`config.mk`:
```
export PLATFORM = sky130hd
export DESIGN_NAME = ga_cmd_queue_flat
export DESIGN_NICKNAME = d
export VERILOG_FILES = /design/src/rtl/ga_cmd_queue_if.sv /design/src/rtl/ga_cmd_queue.sv /design/src/flat_wrapper.sv
export SDC_FILE = /design/constraint.sdc
export NUM_CORES = 1
export LEC_CHECK = 0
export CORE_UTILIZATION = 40
export CTS_BUF_LIST = sky130_fd_sc_hd__clkbuf_4
export CTS_CLUSTER_DIAMETER = 120
export DETAILED_ROUTE_END_ITERATION = 16
export REMOVE_ABC_BUFFERS = 1
export SLEW_MARGIN = 5
export SYNTH_ARGS = -nofsm -noshare
export SYNTH_HDL_FRONTEND = slang
export SYNTH_SLANG_ARGS = --single-unit
```
`constraint.sdc`:
```
create_clock -name clk_i -period 6.7 [get_ports clk_i]
set_input_delay 1.34 -clock clk_i [delete_from_list [all_inputs] [get_ports clk_i]]
set_output_delay 1.34 -clock clk_i [all_outputs]
set_load 0.01 [all_outputs]
```
`src/rtl/ga_cmd_queue_if.sv`:
```
// ga_cmd_queue_if: instruction-side and issue-side signals of the GA command queue.
//   slave  modport : the queue itself (accepts instructions, presents the head entry)
//   master modport : the environment (Ibex ID stage + GA coprocessor)
// Handshakes: a transfer happens on a rising edge where valid && ready are both high;
// the offering side holds its payload while valid is high and ready is low.
interface ga_cmd_queue_if #(
    parameter int XLEN  = 32,
    parameter int DEPTH = 4
);
    localparam int CW = $clog2(DEPTH + 1);

    // Instruction side (Ibex decoder / operand read)
    logic            instr_valid_i;
    logic            instr_ready_o;
    logic [31:0]     instr_i;
    logic [XLEN-1:0] rs1_data_i;
    logic [XLEN-1:0] rs2_data_i;
    logic            illegal_o;

    // Issue side (GA coprocessor)
    logic            issue_valid_o;
    logic            issue_ready_i;
    logic [2:0]      issue_op_sel_o;
    logic [2:0]      issue_funct3_o;
    logic [6:0]      issue_funct7_o;
    logic [4:0]      issue_rd_o;
    logic [XLEN-1:0] issue_rs1_data_o;
    logic [XLEN-1:0] issue_rs2_data_o;

    // Status
    logic            ga_enabled_o;
    logic [CW-1:0]   queue_count_o;
    logic            draining_o;

    modport slave (
        input  instr_valid_i, instr_i, rs1_data_i, rs2_data_i, issue_ready_i,
        output instr_ready_o, illegal_o, issue_valid_o, issue_op_sel_o, issue_funct3_o,
               issue_funct7_o, issue_rd_o, issue_rs1_data_o, issue_rs2_data_o,
               ga_enabled_o, queue_count_o, draining_o
    );

    modport master (
        output instr_valid_i, instr_i, rs1_data_i, rs2_data_i, issue_ready_i,
        input  instr_ready_o, illegal_o, issue_valid_o, issue_op_sel_o, issue_funct3_o,
               issue_funct7_o, issue_rd_o, issue_rs1_data_o, issue_rs2_data_o,
               ga_enabled_o, queue_count_o, draining_o
    );
endinterface

```
`src/rtl/ga_cmd_queue.sv`:
```
// ga_cmd_queue: decodes GA custom-opcode instructions, buffers issuable commands with
// their operands in a DEPTH-entry FIFO toward the GA coprocessor, and executes the GA
// control ops (RESET, ENABLE, DISABLE, FLUSH) locally.
// Ports:
//   clk_i   : clock
//   rst_ni  : asynchronous active-low reset
//   bus     : ga_cmd_queue_if.slave -- instruction handshake + operands, illegal pulse,
//             head-entry issue handshake, enable / count / draining status.
//             draining_o doubles as the FSM state (high in ST_DRAIN).
module ga_cmd_queue #(
    parameter int   DEPTH       = 4,
    parameter int   XLEN        = 32,
    parameter logic EN_AT_RESET = 1'b0
) (
    input  logic           clk_i,
    input  logic           rst_ni,
    ga_cmd_queue_if.slave  bus
);
    localparam int PW = $clog2(DEPTH);
    localparam int CW = $clog2(DEPTH + 1);

    typedef enum logic [2:0] {
        OP_NONE      = 3'd0,
        OP_ARITH     = 3'd1,
        OP_LOAD_REG  = 3'd2,
        OP_STORE_REG = 3'd3,
        OP_LOAD_MEM  = 3'd4,
        OP_STORE_MEM = 3'd5,
        OP_STATUS    = 3'd6,
        OP_CONFIG    = 3'd7
    } op_sel_e;

    typedef enum logic {
        ST_RUN   = 1'b0,
        ST_DRAIN = 1'b1
    } state_e;

    typedef struct packed {
        logic [2:0]      op_sel;
        logic [2:0]      funct3;
        logic [6:0]      funct7;
        logic [4:0]      rd;
        logic [XLEN-1:0] rs1;
        logic [XLEN-1:0] rs2;
    } entry_t;

    // Instruction fields
    logic [6:0] opcode;
    logic [2:0] funct3;
    assign opcode = bus.instr_i[6:0];
    assign funct3 = bus.instr_i[14:12];

    // rs1/rs2 index fields are resolved by the operand read stage upstream.
    logic unused_rs_fields;
    assign unused_rs_fields = ^bus.instr_i[24:15];

    // ------------------------------------------------------------------
    // Decode
    // ------------------------------------------------------------------
    op_sel_e dec_op;
    logic    dec_enq;
    logic    dec_illegal;
    logic    dec_reset;
    logic    dec_enable;
    logic    dec_disable;
    logic    dec_flush;

    always_comb begin
        dec_op      = OP_NONE;
        dec_enq     = 1'b0;
        dec_illegal = 1'b0;
        dec_reset   = 1'b0;
        dec_enable  = 1'b0;
        dec_disable = 1'b0;
        dec_flush   = 1'b0;
        unique case (opcode)
            7'h0B: begin
                dec_op  = OP_ARITH;
                dec_enq = 1'b1;
            end
            7'h2B: begin
                if (funct3 == 3'b000) begin
                    dec_op  = OP_LOAD_REG;
                    dec_enq = 1'b1;
                end else if (funct3 <= 3'b101) begin
                    dec_op  = OP_STORE_REG;
                    dec_enq = 1'b1;
                end else begin
                    dec_illegal = 1'b1;
                end
            end
            7'h5B: begin
                if (funct3 > 3'b101) begin
                    dec_illegal = 1'b1;
                end else begin
                    // even funct3 loads, odd funct3 stores
                    dec_op  = funct3[0] ? OP_STORE_MEM : OP_LOAD_MEM;
                    dec_enq = 1'b1;
                end
            end
            7'h7B: begin
                unique case (funct3)
                    3'b000:  begin dec_op = OP_CONFIG; dec_enq = 1'b1; end
                    3'b001:  begin dec_op = OP_STATUS; dec_enq = 1'b1; end
                    3'b010:  dec_reset   = 1'b1;
                    3'b011:  dec_enable  = 1'b1;
                    3'b100:  dec_disable = 1'b1;
                    3'b101:  dec_flush   = 1'b1;
                    default: dec_illegal = 1'b1;
                endcase
            end
            default: dec_illegal = 1'b1;
        endcase

        // Data-path ops need the GA enabled; CONFIG/STATUS and local ops do not.
        if (dec_enq && !bus.ga_enabled_o &&
            (dec_op != OP_CONFIG) && (dec_op != OP_STATUS)) begin
            dec_enq     = 1'b0;
            dec_op      = OP_NONE;
            dec_illegal = 1'b1;
        end
    end

    // ------------------------------------------------------------------
    // FIFO state
    // ------------------------------------------------------------------
    entry_t        mem [DEPTH];
    logic [PW-1:0] wr_ptr_q;
    logic [PW-1:0] rd_ptr_q;
    logic [CW-1:0] count_q;
    logic          enabled_q;
    logic          illegal_q;
    state_e        state_q;
    state_e        state_d;
    logic          enabled_d;

    logic accept;
    logic enq_fire;
    logic pop_fire;
    logic clear;

    assign bus.instr_ready_o = (state_q == ST_RUN) && (count_q < CW'(DEPTH));
    assign accept   = bus.instr_valid_i && bus.instr_ready_o;
    assign enq_fire = accept && dec_enq;
    assign pop_fire = bus.issue_valid_o && bus.issue_ready_i;
    // The head may still be popped on the clearing edge; it counts as issued.
    assign clear    = accept && (dec_flush || dec_reset);

    entry_t new_entry;
    assign new_entry = '{
        op_sel: dec_op,
        funct3: funct3,
        funct7: bus.instr_i[31:25],
        rd:     bus.instr_i[11:7],
        rs1:    bus.rs1_data_i,
        rs2:    bus.rs2_data_i
    };

    // Storage is not reset; validity is carried entirely by count_q.
    always_ff @(posedge clk_i) begin
        if (enq_fire) begin
            mem[wr_ptr_q] <= new_entry;
        end
    end

    always_ff @(posedge clk_i or negedge rst_ni) begin
        if (!rst_ni) begin
            wr_ptr_q <= '0;
            rd_ptr_q <= '0;
            count_q  <= '0;
        end else if (clear) begin
            wr_ptr_q <= '0;
            rd_ptr_q <= '0;
            count_q  <= '0;
        end else begin
            if (enq_fire) wr_ptr_q <= wr_ptr_q + PW'(1);
            if (pop_fire) rd_ptr_q <= rd_ptr_q + PW'(1);
            count_q <= count_q + CW'(enq_fire) - CW'(pop_fire);
        end
    end

    always_ff @(posedge clk_i or negedge rst_ni) begin
        if (!rst_ni) begin
            illegal_q <= 1'b0;
        end else begin
            illegal_q <= accept && dec_illegal;
        end
    end

    // ------------------------------------------------------------------
    // Control FSM
    // ------------------------------------------------------------------
    always_ff @(posedge clk_i or negedge rst_ni) begin
        if (!rst_ni) begin
            state_q   <= ST_RUN;
            enabled_q <= EN_AT_RESET;
        end else begin
            state_q   <= state_d;
            enabled_q <= enabled_d;
        end
    end

    always_comb begin
        state_d   = state_q;
        enabled_d = enabled_q;
        unique case (state_q)
            ST_RUN: begin
                if (accept && dec_reset)   enabled_d = EN_AT_RESET;
                if (accept && dec_enable)  enabled_d = 1'b1;
                if (accept && dec_disable) state_d   = ST_DRAIN;
            end
            ST_DRAIN: begin
                // Instructions are blocked here, so the queue can only shrink.
                if (count_q == '0) begin
                    enabled_d = 1'b0;
                    state_d   = ST_RUN;
                end
            end
            default: state_d = ST_RUN;
        endcase
    end

    // ------------------------------------------------------------------
    // Outputs
    // ------------------------------------------------------------------
    entry_t head;
    assign bus.issue_valid_o = (count_q != '0);
    assign head = bus.issue_valid_o ? mem[rd_ptr_q] : '0;

    assign bus.issue_op_sel_o   = head.op_sel;
    assign bus.issue_funct3_o   = head.funct3;
    assign bus.issue_funct7_o   = head.funct7;
    assign bus.issue_rd_o       = head.rd;
    assign bus.issue_rs1_data_o = head.rs1;
    assign bus.issue_rs2_data_o = head.rs2;

    assign bus.illegal_o     = illegal_q;
    assign bus.ga_enabled_o  = enabled_q;
    assign bus.queue_count_o = count_q;
    assign bus.draining_o    = (state_q == ST_DRAIN);
endmodule

```
`src/flat_wrapper.sv`:
```
// flat-port wrapper written by rule: the top's interface ports become plain ports
module ga_cmd_queue_flat 
#(
    parameter int   DEPTH       = 4,
    parameter int   XLEN        = 32,
    parameter logic EN_AT_RESET = 1'b0
)
  (clk_i, rst_ni, bus_instr_valid_i, bus_instr_i, bus_rs1_data_i, bus_rs2_data_i, bus_issue_ready_i, bus_instr_ready_o, bus_illegal_o, bus_issue_valid_o, bus_issue_op_sel_o, bus_issue_funct3_o, bus_issue_funct7_o, bus_issue_rd_o, bus_issue_rs1_data_o, bus_issue_rs2_data_o, bus_ga_enabled_o, bus_queue_count_o, bus_draining_o);
  ga_cmd_queue_if #(.XLEN(XLEN), .DEPTH(DEPTH)) bus_i ();
  input  logic clk_i;
  input  logic rst_ni;
  input wire logic [$bits(bus_i.instr_valid_i)-1:0] bus_instr_valid_i;
  input wire logic [$bits(bus_i.instr_i)-1:0] bus_instr_i;
  input wire logic [$bits(bus_i.rs1_data_i)-1:0] bus_rs1_data_i;
  input wire logic [$bits(bus_i.rs2_data_i)-1:0] bus_rs2_data_i;
  input wire logic [$bits(bus_i.issue_ready_i)-1:0] bus_issue_ready_i;
  output wire logic [$bits(bus_i.instr_ready_o)-1:0] bus_instr_ready_o;
  output wire logic [$bits(bus_i.illegal_o)-1:0] bus_illegal_o;
  output wire logic [$bits(bus_i.issue_valid_o)-1:0] bus_issue_valid_o;
  output wire logic [$bits(bus_i.issue_op_sel_o)-1:0] bus_issue_op_sel_o;
  output wire logic [$bits(bus_i.issue_funct3_o)-1:0] bus_issue_funct3_o;
  output wire logic [$bits(bus_i.issue_funct7_o)-1:0] bus_issue_funct7_o;
  output wire logic [$bits(bus_i.issue_rd_o)-1:0] bus_issue_rd_o;
  output wire logic [$bits(bus_i.issue_rs1_data_o)-1:0] bus_issue_rs1_data_o;
  output wire logic [$bits(bus_i.issue_rs2_data_o)-1:0] bus_issue_rs2_data_o;
  output wire logic [$bits(bus_i.ga_enabled_o)-1:0] bus_ga_enabled_o;
  output wire logic [$bits(bus_i.queue_count_o)-1:0] bus_queue_count_o;
  output wire logic [$bits(bus_i.draining_o)-1:0] bus_draining_o;
  assign bus_i.instr_valid_i = bus_instr_valid_i;
  assign bus_i.instr_i = bus_instr_i;
  assign bus_i.rs1_data_i = bus_rs1_data_i;
  assign bus_i.rs2_data_i = bus_rs2_data_i;
  assign bus_i.issue_ready_i = bus_issue_ready_i;
  assign bus_instr_ready_o = bus_i.instr_ready_o;
  assign bus_illegal_o = bus_i.illegal_o;
  assign bus_issue_valid_o = bus_i.issue_valid_o;
  assign bus_issue_op_sel_o = bus_i.issue_op_sel_o;
  assign bus_issue_funct3_o = bus_i.issue_funct3_o;
  assign bus_issue_funct7_o = bus_i.issue_funct7_o;
  assign bus_issue_rd_o = bus_i.issue_rd_o;
  assign bus_issue_rs1_data_o = bus_i.issue_rs1_data_o;
  assign bus_issue_rs2_data_o = bus_i.issue_rs2_data_o;
  assign bus_ga_enabled_o = bus_i.ga_enabled_o;
  assign bus_queue_count_o = bus_i.queue_count_o;
  assign bus_draining_o = bus_i.draining_o;
  ga_cmd_queue #(.DEPTH(DEPTH), .XLEN(XLEN), .EN_AT_RESET(EN_AT_RESET)) u_core (.clk_i(clk_i), .rst_ni(rst_ni), .bus(bus_i));
endmodule
```
[After elaboration in Yosys (flattened, before gate mapping)]
Memory sizes are Yosys's and may differ from the RTL's.
Cells that the tools add are included.
Cells by class
  $add $sub $neg: 4
  order comparisons: 3
  equality and inequality tests: 13
  mux-type cells: 42
  bitwise gates (word level): 1
  reduce and logical (&&, ||, !) cells: 22
Operators with widths (count)
  $mux W82: 1
  $mux W1: 26
  $eq A7 B7 Y1 const B: 2
  $logic_and A1 B1 Y1: 12
  $mux W3: 4
  $pmux W3 S4: 1
  $mux W2: 5
  $ne A3 B3 Y1 const B: 3
  $pmux W1 S4: 2
  $eq A7 B4 Y1 const B: 1
  $eq A7 B6 Y1 const B: 1
  $eq A3 B2 Y1 const B: 2
  $eq A3 B3 Y1 const B: 2
  $logic_not A3 Y1: 2
  $pmux W3 S2: 1
  $reduce_or A6 Y1: 1
  $add A2 B1 Y2 const B: 2
  $pmux W1 S2: 2
  $reduce_bool A2 Y1: 2
  $add A3 B1 Y3: 1
  $eq A3 B1 Y1 const B: 1
  $gt A3 B3 Y1 const B: 1
  $le A3 B3 Y1 const B: 1
  $lt A3 B3 Y1 const B: 1
  8 further kinds: 8
Word-level totals
  register bits after elaboration: 10
  memory bits (writable): 328
  bits of input ports: 100
  output and inout bits: 90
  logic and storage cells: 92
  memories: 1
Memory list
  u_core.mem: words 4, width 82, read ports 1, clocked after memory_dff 0, wr ports 1, line ga_cmd_queue.sv:127  | entry_t mem [DEPTH];

[Longest topological paths before layout]
  depth in word-level cells: 12
  gate-level depth with buffers: 10
  mapped depth without buffers: 9

[Worst setup path after synthesis]
Ideal clock, no wire load.
  kind: in2reg
  from: input bus_instr_i[2]
  to: memory u_core.mem[0][0] in the netlist's numbering (enable)
  setup time: 0.523 ns
  arrival time: 5.580 ns
  required time: 6.177 ns
  path slack: 0.597 ns
  cell stages on the path: 6
  path buffers: 1
  path through: and4b_1 > buf_6 > nand3_1 > a21oi_1 > nand3_1 > nor2_1
On the way
  cells in the longest elaborated chain, start to end: 9
  elaborated cells on any way between the ends: 15
  classes of those cells: 6 x eq/ne; 5 x mux; 4 x reduce/logical
RTL lines
  start: declaration: line flat_wrapper.sv:13  | input wire logic [$bits(bus_i.instr_i)-1:0] bus_instr_i;
  $eq A7 B7 Y1 (tied with other cells): line ga_cmd_queue.sv:76  | unique case (opcode)
  $pmux W3 S4 / $pmux W1 S4 (equally long branches): line ga_cmd_queue.sv:76
  $ne A3 B3 Y1 / $logic_and A1 B1 Y1 (equally long branches): line ga_cmd_queue.sv:117, ga_cmd_queue.sv:116
  $logic_and A1 B1 Y1: line ga_cmd_queue.sv:116  | if (dec_enq && !bus.ga_enabled_o &&
  $logic_and A1 B1 Y1: line ga_cmd_queue.sv:117  | (dec_op != OP_CONFIG) && (dec_op != OP_STATUS)) begin
  $mux W1 (*): line ga_cmd_queue.sv:116
  $logic_and A1 B1 Y1 (*): line ga_cmd_queue.sv:144  | assign enq_fire = accept && dec_enq;
  $mux W1 (*): line ga_cmd_queue.sv:161  | if (enq_fire) begin
  $mux W1 (not written as such) (*): line ga_cmd_queue.sv:162  | mem[wr_ptr_q] <= new_entry;
  end: declaration: line ga_cmd_queue.sv:127
Every way passes the cells marked *; elsewhere a longest branch is shown, timed or not.

[Worst setup path in the final report]
  from: register u_core.rd_ptr_q[0]
  to: output bus_issue_rs2_data_o[13]
On the way
  cells in the longest elaborated chain, start to end: 2
RTL lines
  start: declaration: line ga_cmd_queue.sv:129  | logic [PW-1:0] rd_ptr_q;
  start signal: assignment: line ga_cmd_queue.sv:177  | if (pop_fire) rd_ptr_q <= rd_ptr_q + PW'(1);
  $mem_v2 Z4 W82
  $mux W82: line ga_cmd_queue.sv:228  | assign head = bus.issue_valid_o ? mem[rd_ptr_q] : '0;
  end: declaration: line flat_wrapper.sv:25  | output wire logic [$bits(bus_i.issue_rs2_data_o)-1:0] bus_issue_rs2_data_o;
Every way passes these cells.

==> impl_metrics.csv <==
group,metric,value,unit
global_routing,antenna_found_initial,3,
routing,ant_nets,0,
clocking,cts_buffers,89,
sta,finalCritPeriodShare,0.722,
synth,synth.yosys.seq_area_share,0.764,
sta,period_minus_slack,4840,ps
floorplanning,chipWidth,184,um
clocking,clock_tree.root_cell,"clkbuf_4",
finish,final_cell_mix,"edfxtp_1 (328), clkdlybuf4s50_1 (179), clkbuf_4 (125)",
min_path,holdCritPathClass,"flop to flop",
power_and_ir_drop,p_seq_frac,0.401,
sta,skew,59.1,ps
placed_design,portBuffers,179,
routing,routed_wl,26.5,mm
setup_path,worst-path-stages,4,
routing,drc,0,
setup_path,startpoint,"u_core.rd_ptr_q[0]$_DFFE_PN0P_",
floorplanning,initial_utilization,0.406,
setup_path,cp-start-kind,"flop",
floorplanning,die_h,184,um
power_and_ir_drop,combPwrFrac,0.312,
placed_design,gp_congestion,0.796,
finish,n_fill_cell,2748,
clocking,insertion_delay,690,ps
power_and_ir_drop,switching_power,1.69,mW
placed_design,dp_hpwl,15.1,mm
flow_run,maxCapViolCount,0,
floorplanning,io_pins,190,
setup_path,r2r_start,"u_core.bus.draining_o$_DFF_PN0_",
setup_path,cp_max_fo,42,
routing,avgRoutedWirePerCell,19.1,um
clocking,numClockSinks,338,
setup_path,slowest_delay,1010,ps
sta,slew_headroom,0.373,
setup_path,rr_worst_depth,6,
clocking,clkTransAtPathRegs,60,ps
sta,finalMaxSlewViolations,0,
clocking,cts_hold_buffers,0,
synth,yosys.cell_types.count,39,
power_and_ir_drop,power.internal,4.56,mW
setup_path,crit_arrival,3500,ps
finish,nets,987,
finish,final_common_cell,"edfxtp_1",
global_routing,grt_pass1_vias,7555,
synth,ys_ff_latch,338,
routing,first_pass_iters,5,
finish,synthToLayoutAreaGrowth,26.5,%
finish,layout-drive-gt1-share,0.248,
routing,num_vias,6825,
synth,ys.warnings.count,0,
floorplanning,dieArea,33800,um^2
sta,grt_setup_unrepaired,"false",
routing,vias_per_cell,4.92,
synth,postSynthAreaPerCell,21.0,um^2
clocking,cts_setup_buffers,0,
floorplanning,core.rowCount,66,
power_and_ir_drop,power_frac_clock,0.287,
setup_path,timing_worst_setup_path_type,"flop to output pin",
power_and_ir_drop,p_sw_frac,0.270,
setup_path,endpoint,"bus_issue_rs2_data_o[13]",
finish,finalNonFillerCells,1388,
setup_path,worst_path_max_delay_cell,"dfrtp_4",
setup_path,r2r_end,"u_core.mem[2][17]$_DFFE_PP_",
sta,tightest_slew,938,ps
power_and_ir_drop,pwr_density_cell,374,nW/um^2
sta,hold_violations,0,
synth,synth.cell_area,13200,um^2
sta,setup-tns-final,0,ps
synth,syn_inst,631,
outcome,status,"finished, final reports clean",
power_and_ir_drop,ir_worst_vdd,0.225,mV
global_routing,grt_pass1_wl,41.0,mm
clocking,cts_buffer_depth,3,
placed_design,dp.cells,1231,
finish,fin_util,0.514,
sta,setup_viol,0,
setup_path,end_kind,"output pin",
setup_path,crit_buf_inv,2,
clocking,post_cts_resized,0,
power_and_ir_drop,p_leak,5.45,nW
routing,drtIter0Drc,358,
global_routing,gr-total-overflow,0,
sta,layout_setup_ws,1860,ps
floorplanning,core,32500,um^2
setup_path,required,5360,ps
setup_path,r2r_slack,3670,ps
placed_design,dp_slack,1820,ps
global_routing,grt_max_degree,75,
setup_path,crit_chain,"buf_4, mux4_2, and2_1, clkdlybuf4s50_1",
clocking,cts_max_level,3,
clocking,cts_tree,"done",
setup_path,cpLargestDelayFamily,"buffers and inverters",
sta,timing.fmax,207,MHz
global_routing,grtUsageTotal,0.163,
[worst min path at each step]
stage,startpoint,endpoint,slack (ps),depth (start not counted)
2_1_floorplan,u_core.wr_ptr_q[1]$_DFFE_PN0P_,u_core.wr_ptr_q[1]$_DFFE_PN0P_,560,2
3_3_place_gp,u_core.bus.draining_o$_DFF_PN0_,u_core.bus.ga_enabled_o$_DFFE_PN0P_,560,1
3_5_place_dp,u_core.bus.draining_o$_DFF_PN0_,u_core.bus.ga_enabled_o$_DFFE_PN0P_,580,1
4_1_cts,u_core.bus.draining_o$_DFF_PN0_,u_core.bus.ga_enabled_o$_DFFE_PN0P_,600,1
5_1_grt,u_core.bus.draining_o$_DFF_PN0_,u_core.bus.ga_enabled_o$_DFFE_PN0P_,640,1
6_report,u_core.wr_ptr_q[1]$_DFFE_PN0P_,u_core.wr_ptr_q[1]$_DFFE_PN0P_,610,2
[layer usage]
metal / part of all wire / track usage / vias up
met3: 0.070 / 0.0503 / 33
met2: 0.50 / 0.273 / 213
met1: 0.42 / 0.199 / 3478
met5: 0.00034 / 0 / -
met4: 0.012 / 0.0557 / 2
li1: - / - / 3099
[sequential cells by signal, summed over array words and instances, names as in the netlist]
| register | flops |
|---|---|
| u_core.bus.queue_count_o | 3 |
| u_core.wr_ptr_q | 2 |
| u_core.rd_ptr_q | 2 |
| u_core.bus.illegal_o | 1 |
| u_core.mem | 328 |
| u_core.bus.draining_o | 1 |
| u_core.bus.ga_enabled_o | 1 |
[worst register-to-register path, cell delays in order, from the launching register on]
cell     delay, ps
dfrtp_1        440
nor2_1         160
nand2_1        100
a21oi_1        190
nand3_1        370
nor2_4         750
buf_4          600
[layout make-up]
type	instances	area, um^2	area share
clock buffer	125	938	0.0561
clock inverter	29	215	0.0129
sequential	338	10100	0.604
tap	442	553	0.0331
timing repair buffer	190	1900	0.114
antenna	3	7.51	0.000449
multi-input combinational	248	2960	0.177
inverter	13	48.8	0.00292
[cells in the mapped netlist (all sizes together)]
master,instances,area share
nor2,14,0.0040
mux4,82,0.14
o211ai,2,0.0011
nor3b,2,0.0011
and4b,1,0.00076
a2bb2oi,2,0.0013
and3,1,0.00047
xnor2,3,0.0020
nand2,8,0.0025
a32oi,2,0.0013
o221ai,1,0.00066
dfrtp,10,0.019
xor2,1,0.00066
or2,1,0.00047
a221o,1,0.00076
nor2b,4,0.0019
o21ai,5,0.0019
inv,13,0.0037
ha,6,0.0057
a21oi,6,0.0023
buf,14,0.0055
a22oi,1,0.00057
nor3,3,0.0011
mux2i,1,0.00076
edfxtp,328,0.74
o22a,1,0.00066
maj3,2,0.0015
nand4,3,0.0026
or3,1,0.00047
clkbuf,18,0.0054
and2,87,0.041
fa,1,0.0015
nand3,4,0.0015
o21a,2,0.0011
[kinds of logic after synthesis]
logic type               after synthesis  share of synthesized area
adder cells (fa/ha/maj)                9                    0.00871
buffers and inverters                 45                     0.0146
AO/OA/AOI/OAI                         23                     0.0117
flip-flops                           338                      0.764
AND/OR/NAND/NOR                      129                     0.0580
XOR/XNOR                               4                    0.00265
multiplexers                          83                      0.140
[stage by stage]
step | cell area, um^2 | power, mW | hold slack (ps)
6_report | 16700 | 6.25 | 607
5_1_grt | 16700 | 6.60 | 643
3_5_place_dp | 15600 | 4.54 | 576
4_1_cts | 16700 | 6.37 | 603
2_1_floorplan | 13100 | 3.62 | 556
3_3_place_gp | 15600 | 4.53 | 560
[power groups by stage]
stage                     registers [mW]  clock network, mW  logic, mW
after floorplan                     2.58                  0       1.04
after global placement              2.56                  0       1.98
final                               2.51               1.79       1.95
after CTS                           2.52               1.86       1.99
after global routing                2.53               1.98       2.09
after detailed placement            2.56                  0       1.98
Note: power is estimated with default switching activity, not from simulation.
